==> config.mk <==
export PLATFORM = sky130hd
export DESIGN_NAME = chunk_serial_adder
export DESIGN_NICKNAME = d
export VERILOG_FILES = /design/src/rtl/chunk_serial_adder.sv
export SDC_FILE = /design/constraint.sdc
export NUM_CORES = 1
export LEC_CHECK = 0
export CAP_MARGIN = 20
export CORE_MARGIN = 3
export CORE_UTILIZATION = 50
export DETAILED_ROUTE_END_ITERATION = 8
export PLACE_DENSITY = 0.76
export RECOVER_POWER = 25
export SLEW_MARGIN = 15
export SYNTH_ARGS = -nofsm -noshare
export SYNTH_HDL_FRONTEND = slang
export SYNTH_SLANG_ARGS = --single-unit
==> constraint.sdc <==
create_clock -name clk -period 4.6 [get_ports clk]
set_input_delay 0.46 -clock clk [delete_from_list [all_inputs] [get_ports clk]]
set_output_delay 0.46 -clock clk [all_outputs]
set_load 0.02 [all_outputs]
==> src/rtl/chunk_serial_adder.sv <==
// rtl/chunk_serial_adder.sv - multi-cycle adder summing CHUNK bits per clock, LSB chunk first.
// Optional subtract port enabled by defining CHUNK_SERIAL_ADDER_SUB_EN.
module chunk_serial_adder #(
    parameter int WIDTH = 16,
    parameter int CHUNK = 4
) (
    input  logic             clk,
    input  logic             rst,
    input  logic             start,
    input  logic [WIDTH-1:0] a,
    input  logic [WIDTH-1:0] b,
    input  logic             cin,
`ifdef CHUNK_SERIAL_ADDER_SUB_EN
    input  logic             sub,
`endif
    output logic             busy,
    output logic             done,
    output logic [WIDTH-1:0] sum,
    output logic             carry,
    output logic             overflow
);
    localparam int N  = WIDTH / CHUNK;
    localparam int CW = (N > 1) ? $clog2(N) : 1;

    typedef enum logic [1:0] {IDLE, RUN, DONE} state_t;

    state_t           state, state_next;
    logic [WIDTH-1:0] op_a, op_b, acc;
    logic [WIDTH-1:0] acc_next, b_eff;
    logic [CHUNK:0]   chunk_sum;
    logic [CW-1:0]    cnt;
    logic             c_reg, a_msb, b_msb, cin_eff, last;

    // Subtraction folds into the captured operand: A + ~B + 1.
    always_comb begin
`ifdef CHUNK_SERIAL_ADDER_SUB_EN
        b_eff   = sub ? ~b : b;
        cin_eff = sub ? 1'b1 : cin;
`else
        b_eff   = b;
        cin_eff = cin;
`endif
    end

    // Operands shift right each cycle; finished chunks enter acc from the top.
    always_comb begin
        chunk_sum = {1'b0, op_a[CHUNK-1:0]} + {1'b0, op_b[CHUNK-1:0]} + (CHUNK+1)'(c_reg);
        acc_next  = (acc >> CHUNK) | (WIDTH'(chunk_sum[CHUNK-1:0]) << (WIDTH - CHUNK));
        last      = (cnt == CW'(N - 1));
    end

    always_ff @(posedge clk or posedge rst) begin
        if (rst) begin
            state <= IDLE;
        end else begin
            state <= state_next;
        end
    end

    always_comb begin
        state_next = state;
        case (state)
            IDLE:    if (start) state_next = RUN;
            RUN:     if (last) state_next = DONE;
            DONE:    state_next = IDLE;
            default: state_next = IDLE;
        endcase
    end

    assign busy = (state == RUN);
    assign done = (state == DONE);

    always_ff @(posedge clk or posedge rst) begin
        if (rst) begin
            op_a     <= '0;
            op_b     <= '0;
            acc      <= '0;
            cnt      <= '0;
            c_reg    <= 1'b0;
            a_msb    <= 1'b0;
            b_msb    <= 1'b0;
            sum      <= '0;
            carry    <= 1'b0;
            overflow <= 1'b0;
        end else if (state == IDLE && start) begin
            op_a  <= a;
            op_b  <= b_eff;
            c_reg <= cin_eff;
            cnt   <= '0;
            acc   <= '0;
            a_msb <= a[WIDTH-1];
            b_msb <= b_eff[WIDTH-1];
        end else if (state == RUN) begin
            op_a  <= op_a >> CHUNK;
            op_b  <= op_b >> CHUNK;
            c_reg <= chunk_sum[CHUNK];
            acc   <= acc_next;
            cnt   <= cnt + CW'(1);
            if (last) begin
                sum      <= acc_next;
                carry    <= chunk_sum[CHUNK];
                overflow <= (a_msb == b_msb) && (acc_next[WIDTH-1] != a_msb);
            end
        end
    end
endmodule

==> results of run 1 <==
==> kinds of logic after synthesis <==
| kind of cell | after synthesis | synth area share [%] |
|---|---|---|
| AO/OA/AOI/OAI | 115 | 21.70 |
| flip-flops | 69 | 53.39 |
| AND/OR/NAND/NOR | 56 | 10.56 |
| buffers and inverters | 24 | 4.178 |
| multiplexers | 17 | 6.847 |
| adder cells (fa/ha/maj) | 6 | 2.785 |
| XOR/XNOR | 2 | 0.5417 |
==> path summary, 6_finish.rpt <==
check	startpoint	end	slack, ns	cells past startpoint
max	start	c_reg	1.64	7
min reg2reg	overflow	overflow	0.51	2
min	overflow	overflow	0.51	2
max in group asynchronous	rst	op_a[6]	2.62	3
max reg2reg	op_a[0]	carry	2.63	5
min in group asynchronous	rst	sum[7]	0.84	2
==> per-stage QoR <==
stage               setup WS [ns]  instance area, um2  std cells
floorplan                   2.400                3234        289
global placement            2.202                3802        403
detailed placement          2.178                3802        403
CTS                         1.910                3990        419
global route                1.458                3983        419
finish                      1.637                3983        419
==> critical path: stages <==
cell and delay (ns):
clkdlybuf4s50_1 0.45, clkbuf_1 1.10, nor2b_2 0.54, buf_4 0.35, a21oi_1 0.11, a2bb2oi_1 0.13
o21ai_0 0.08
==> cells in the mapped netlist (all sizes together), types with 3 or more instances <==
cell / n / share of area, %
clkbuf: 9 / 1.0
dfrtp: 69 / 53
ha: 4 / 1.5
o21ai: 37 / 5.7
inv: 3 / 0.58
a21oi: 36 / 5.6
mux2: 17 / 6.8
a22oi: 24 / 5.6
nand2: 14 / 2.1
a22o: 12 / 3.2
nor2b: 35 / 6.8
buf: 12 / 2.6
==> power breakdown <==
group	switching [mW]	internal [mW]	total [mW]	leakage, nW
Clock	0.225	0.239	0.464	0.0994
Combinational	0.550	0.520	1.07	0.721
Sequential	0.175	0.850	1.02	0.899
Total	0.950	1.61	2.56	1.72
==> layout make-up <==
type | instances | share of cell area (%)
tap | 75 | 2.356
sequential | 69 | 43.36
timing repair buffer | 60 | 14.67
clock inverter | 3 | 0.4713
inverter | 3 | 0.4713
multi-input combinational | 196 | 34.43
clock buffer | 13 | 4.241
==> routing by layer <==
metal	wire [um]	part of all wire [%]
met5	0	0
met2	3382	49
met4	71	1.0
met3	273	3.9
met1	3190	46
==> results_dict.tcl, run 1 <==
set metrics [dict create \
    grt_use_met3_pct 3.042 \
    synth_nets 331 \
    grt_overflow 0 \
    fmax_mhz 337.5 \
    cts_tree "built" \
    grt_antenna_before_repair 0 \
    slew_violations 36 \
    first_global_vias 2488 \
    critPathLaunchType "input pin" \
    insertion_delay_ns 0.34 \
    dp_hpwl_mm 4.499 \
    via_count 2357 \
    cts_buffers 9 \
    path_clk_slew_ns 0.07 \
    cellPowerDensity_nw_per_um2 642.4 \
    die_area_um2 7470 \
    peakVddDrop_v 0.0004213 \
    multi_input_area_um2 1371 \
    areaGrowthSynthToFinish_pct 23.13 \
    synthCells 289 \
    nets 381 \
    rows 28 \
    die_w_um 86.43 \
    viasPerCell 5.625 \
    mostFrequentLayoutCell "dfrtp_1" \
    cts_max_level 3 \
    grt.busiest_layer "met2" \
    hold_viol 0 \
    maxCapViolCount 1 \
    gr-usage-all-layers_pct 20.13 \
    globalplace.congestion 0.7772 \
    clockBufferDepth 2 \
    drt-total-wl_mm 6.917 \
    grt_start_max_net_pins 41 \
    die_h_um 86.43 \
    regArea_um2 1727 \
    fin_crit_sh_pct 64.41 \
    fin_setup_tns_ns 0 \
    async_reset_ff_share_pct 100.0 \
    top_regs "op_a: 16 flops, op_b: 16 flops, sum: 16 flops" \
    cp.required_ns 4.86 \
    nFillCells 506 \
    grt_util_met1_pct 27.60 \
    crit_fanout 35 \
    synth-edff-count 0 \
    tightest_slew_ns 1.536 \
    fin_skew_ns 0.008635 \
    wire_per_inst_um 16.51 \
    outcome "finished, violations left" \
    drc 0 \
    hp-class "register to register" \
    drive_above_1_share_pct 11.92 \
    power.leakage_nw 1.720 \
    diodes 0 \
    avgSynthCellArea_um2 11.19 \
    cts_root_buffer "clkbuf_8" \
    arrival_ns 3.22 \
    layout_common_cells "dfrtp_1 (69), clkdlybuf4s50_1 (54), o21ai_0 (37)" \
    syn_area_um2 3234 \
    holdBufCountCts 0 \
    design.core.area_um2 6096 \
    grt_setup_unrepaired "no" \
    critPathKind "input pin to register" \
    failed_checks "max-capacitance violations, max-slew violations" \
    ys.flop_type "dfrtp_1" \
    maxSlewHeadroom_pct -2.382 \
    endpoint_kind "register" \
    ys_warn_count 0 \
    grt_pass1_wl_mm 11.87 \
    seq_area_frac_synth_pct 53.38 \
    num_io_pins 56 \
    first_pass_iters 4 \
    numPortBuffers 55 \
    whs_ns 0.5055 \
    finalCoreUtilization_pct 65.33 \
    ctsResizeCount 0 \
    met2_usage_pct 31.92 \
    postRouteAntennaNets 0 \
    cts_sinks 69 \
    post_cts_buffers 0 \
    ys_ff_latch 69 \
    start_util_pct 53.06 \
    synth_cell_types 31 \
    finalSetupViolations 0 \
    dr.first_iter.drc_count 175 \
    power_mw 2.558 \
    min_period_ns 2.963 \
]
Note: power is estimated with default switching activity, not from simulation.
==> run 2, diff against run 1 <==
==> constraint.sdc (replaced) <==
create_clock -name clk -period 3.1 [get_ports clk]
set_input_delay 0.31 -clock clk [delete_from_list [all_inputs] [get_ports clk]]
set_output_delay 0.31 -clock clk [all_outputs]
set_load 0.02 [all_outputs]
==> run 2 against run 1 <==
Compared with the run above: the flow still finishes with violations (max-capacitance violations, max-slew violations); worst hold slack lost 0.011 ns; critical endpoint is now busy; highest routed layer unchanged; largest power group unchanged; sequential share of layout area shrank 0.15 points; critical path depth shrank 4; wire length shrank 0.72%.
==> results_dict.tcl, run 2 (synthesized netlist as in run 1, its figures left out) <==
set metrics [dict create \
    outcome "finished, violations left" \
    failed_checks "max-capacitance violations, max-slew violations" \
    cellPowerDensity_nw_per_um2 955.9 \
    dp_hpwl_mm 4.314 \
    grt_antenna_before_repair 0 \
    fmax_mhz 440.4 \
    fin_skew_ns 0.008178 \
    critPathLaunchType "register" \
    peakVddDrop_v 0.0005718 \
    min_from "overflow" \
    cts_buffers 9 \
    first_pass_iters 6 \
    power.leakage_nw 1.714 \
    design.core.area_um2 6096 \
    nets 381 \
    hp-class "register to register" \
    ctsResizeCount 0 \
    drt-total-wl_mm 6.867 \
    cell_internal_pwr_mw 2.394 \
    cp.required_ns 2.79 \
    pwr-share-clk_pct 18.3 \
    arrival_ns 1.96 \
    dr.first_iter.drc_count 99 \
    fin_setup_tns_ns 0 \
    r2r-start "state[1]" \
    startpoint "state[1]" \
    setup_slack_ns 0.8294 \
    ff2ff_setup_slack_ns 1.18 \
    grt_start_max_net_pins 70 \
    diodes 0 \
    multi_input_area_um2 1375 \
    drive_above_1_share_pct 12.79 \
    slew_violations 70 \
    hold_viol 0 \
    nFillCells 515 \
    crit_fanout 38 \
    die_h_um 86.43 \
    maxCapViolCount 1 \
    globalplace.congestion 0.7713 \
    share_comb_of_total_power_pct 41.8 \
    grt_setup_unrepaired "no" \
    critPathKind "register to primary output" \
    finalCoreUtilization_pct 65.56 \
    insertion_delay_ns 0.34 \
    power_mw 3.820 \
    holdBufCountCts 0 \
    top_regs "op_a: 16 flops, op_b: 16 flops, sum: 16 flops" \
    maxSlewHeadroom_pct -12.75 \
    grt_overflow 0 \
    switchingPower_mw 1.426 \
    gr-usage-all-layers_pct 19.75 \
    tightest_slew_ns 1.691 \
    via_count 2345 \
    drc 0 \
    postRouteAntennaNets 0 \
    finalSetupViolations 0 \
    rows 28 \
    areaGrowthSynthToFinish_pct 23.56 \
    start_util_pct 53.06 \
    wire_per_inst_um 16.39 \
    first_global_vias 2399 \
    place_ws_ns 1.030 \
    die_w_um 86.43 \
    layout_common_cells "dfrtp_1 (69), clkdlybuf4s50_1 (54), o21ai_0 (37)" \
    mostFrequentLayoutCell "dfrtp_1" \
    numPortBuffers 55 \
    grt_pass1_wl_mm 11.66 \
    cts_sinks 69 \
    num_io_pins 56 \
    min_period_ns 2.271 \
    seqPwrFrac_pct 39.9 \
    cts_root_buffer "clkbuf_8" \
    endpoint_kind "primary output" \
    cts_max_level 3 \
    netSwitchingFraction_pct 37.33 \
    path_clk_slew_ns 0.07 \
    post_cts_buffers 0 \
    cts_tree "built" \
    regArea_um2 1727 \
    die_area_um2 7470 \
    clockBufferDepth 2 \
    viasPerCell 5.597 \
    fin_crit_sh_pct 73.24 \
]
==> run 2: cell count changes in the layout (fill, tap and decap cells not counted), sizes merged <==
cell      before  now
clkinvlp       0    3
clkbuf        14   13
clkinv         3    2
inv            3    2
==> run 2: final cells by class <==
cell class	count	area share, %
Multi-Input combinational cell	196	34.41
Timing Repair Buffer	60	14.65
Inverter	3	0.4696
Clock buffer	12	4.133
Tap cell	75	2.348
Clock inverter	4	0.7827
Sequential cell	69	43.21
==> run 2: through the flow <==
stage | cell area [um2] | std cells | hold WS [ns]
2_1_floorplan | 3234 | 289 | 0.4616
3_3_place_gp | 3802 | 403 | 0.4792
3_5_place_dp | 3802 | 403 | 0.4868
4_1_cts | 3999 | 419 | 0.5069
5_1_grt | 3996 | 419 | 0.5203
6_report | 3996 | 419 | 0.4947
==> run 2: power groups by stage <==
stage	logic [mW]	registers, mW	clock network (mW)
after floorplan	1.06	1.59	0
after global placement	1.56	1.52	0
after detailed placement	1.61	1.54	0
after CTS	1.61	1.52	0.713
after global routing	1.76	1.57	0.746
final	1.60	1.52	0.698
==> run 2: path summary, 6_finish.rpt <==
check,end,depth (start not counted)
max in group asynchronous,op_a[8],3
setup / recovery,busy,3
hold / removal,overflow,2
setup reg to reg,b_msb,4
hold reg to reg,overflow,2
min in group asynchronous,sum[7],3
==> run 2: critical path: stages (launching register included) <==
cell and delay [ns]:
dfrtp_1 0.39, nand2b_4 0.17, inv_4 0.34, clkdlybuf4s50_1 0.70
==> run 2: per-layer routing <==
metal,vias up,GRT usage [%],wire [um]
met5,-,0,0
met4,0,8.640,117
met3,10,3.232,319
met2,66,29.76,3103
met1,1136,28.33,3327
li1,1133,-,-
==> run 3, diff against run 2 <==
==> constraint.sdc (replaced) <==
create_clock -name clk -period 2.2 [get_ports clk]
set_input_delay 0.22 -clock clk [delete_from_list [all_inputs] [get_ports clk]]
set_output_delay 0.22 -clock clk [all_outputs]
set_load 0.02 [all_outputs]
==> run 3 against run 2 <==
Compared with the run above: the flow still finishes with violations (max-capacitance violations, max-slew violations); worst setup slack worse by 0.60 ns; sequential power rose by 42%; sequential share of layout area is 0.28 points lower; critical path type unchanged; highest routed layer unchanged; clock skew rose by 0.00098 ns; clock power up 46%; register-to-register slack lost 0.92 ns; die area stayed put.
==> results_dict.tcl, run 3 (synthesized netlist as in run 1, its figures left out) <==
set metrics [dict create \
    grt_antenna_before_repair 0 \
    peakVddDrop_v 0.0007315 \
    clockBufferDepth 2 \
    start_util_pct 53.06 \
    ctsResizeCount 0 \
    fin_skew_ns 0.009160 \
    dp_cells 407 \
    cts_tree "built" \
    diodes 0 \
    nFillCells 488 \
    die_w_um 86.43 \
    fin_setup_tns_ns 0 \
    maxCapViolCount 1 \
    globalplace.congestion 0.8582 \
    die_h_um 86.43 \
    viasPerCell 5.775 \
    gr-usage-all-layers_pct 20.40 \
    hold_viol 0 \
    nets 385 \
    layout_common_cells "dfrtp_1 (69), clkdlybuf4s50_1 (54), o21ai_0 (37)" \
    arrival_ns 1.75 \
    crit_fanout 17 \
    holdBufCountCts 0 \
    maxSlewHeadroom_pct -0.5310 \
    whs_ns 0.4964 \
    cts_buffers 9 \
    failed_checks "max-capacitance violations, max-slew violations" \
    via_count 2443 \
    layout.cells.non_filler 423 \
    slew_violations 69 \
    hp-class "input pin to register" \
    fmax_mhz 508.1 \
    regArea_um2 1727 \
    dp_hpwl_mm 4.607 \
    drc 0 \
    postRouteAntennaNets 0 \
    cts_root_buffer "clkbuf_8" \
    wire_per_inst_um 16.60 \
    post_cts_buffers 0 \
    design.core.area_um2 6096 \
    first_global_vias 2466 \
    rows 28 \
    power_mw 5.450 \
    critPathLaunchType "register" \
    cellPowerDensity_nw_per_um2 1355 \
    grt_pass1_wl_mm 11.96 \
    dr.first_iter.drc_count 130 \
    cts_max_level 3 \
    areaGrowthSynthToFinish_pct 24.37 \
    multi_input_area_um2 1375 \
    min_period_ns 1.968 \
    top_regs "op_a: 16 flops, op_b: 16 flops, sum: 16 flops" \
    grt_start_max_net_pins 70 \
    numPortBuffers 55 \
    endpoint_kind "primary output" \
    grt_setup_unrepaired "no" \
    insertion_delay_ns 0.34 \
    mostFrequentLayoutCell "dfrtp_1" \
    die_area_um2 7470 \
    fin_crit_sh_pct 89.46 \
    num_io_pins 56 \
    cp.required_ns 1.98 \
    drive_above_1_share_pct 13.22 \
    cts_sinks 69 \
    first_pass_iters 4 \
    tightest_slew_ns 1.508 \
    grt_overflow 0 \
    critPathKind "register to primary output" \
    finalSetupViolations 0 \
    power.leakage_nw 1.738 \
    drt-total-wl_mm 7.021 \
    outcome "finished, violations left" \
    path_clk_slew_ns 0.08 \
]
## run 3: per-stage QoR
stage	worst slack [ns]	util, %	cell area, um2
floorplan	0.2401	-	3234
global placement	0.3785	63.07	3845
detailed placement	0.2488	63.07	3845
CTS	0.2147	66.24	4038
global route	0.1015	65.99	4023
finish	0.2319	65.99	4023
## run 3: per-layer routing
metal | GRT usage, % | vias to the layer above | routed length (um)
met3 | 3.422 | 15 | 334
met5 | 0 | - | 0
met4 | 10.20 | 0 | 185
met1 | 27.92 | 1204 | 3125
li1 | - | 1144 | -
met2 | 31.50 | 80 | 3376
## run 3: cell type report
class | count | share of cell area, %
clock inverters | 4 | 1.182
multi-input cells | 196 | 34.18
flip-flops and latches | 69 | 42.92
repair buffers | 64 | 15.30
well taps | 75 | 2.333
clock buffers | 12 | 3.608
inverters | 3 | 0.4666
## run 3: power breakdown
group          switching, mW  leakage (nW)  total, mW  internal (mW)
clock network          0.463        0.0964       1.02          0.552
registers              0.386         0.899       2.16           1.78
logic                   1.15         0.743       2.27           1.12
## run 3: critical path, cell delays in order (launching register included)
cell             delay (ns)
dfrtp_1                0.40
nand2b_4               0.17
inv_4                  0.20
clkdlybuf4s50_1        0.64
## run 3: worst paths after layout
path / from / end / slack [ns] / cells after the start
setup / recovery: state[1] / busy / 0.23 / 3
hold / removal: b[13] / op_b[13] / 0.50 / 3
setup reg to reg: op_a[0] / carry / 0.26 / 5
hold reg to reg: sum[14] / sum[14] / 0.50 / 2
max in group asynchronous: rst / op_a[5] / 0.42 / 3
min in group asynchronous: rst / sum[7] / 0.89 / 3
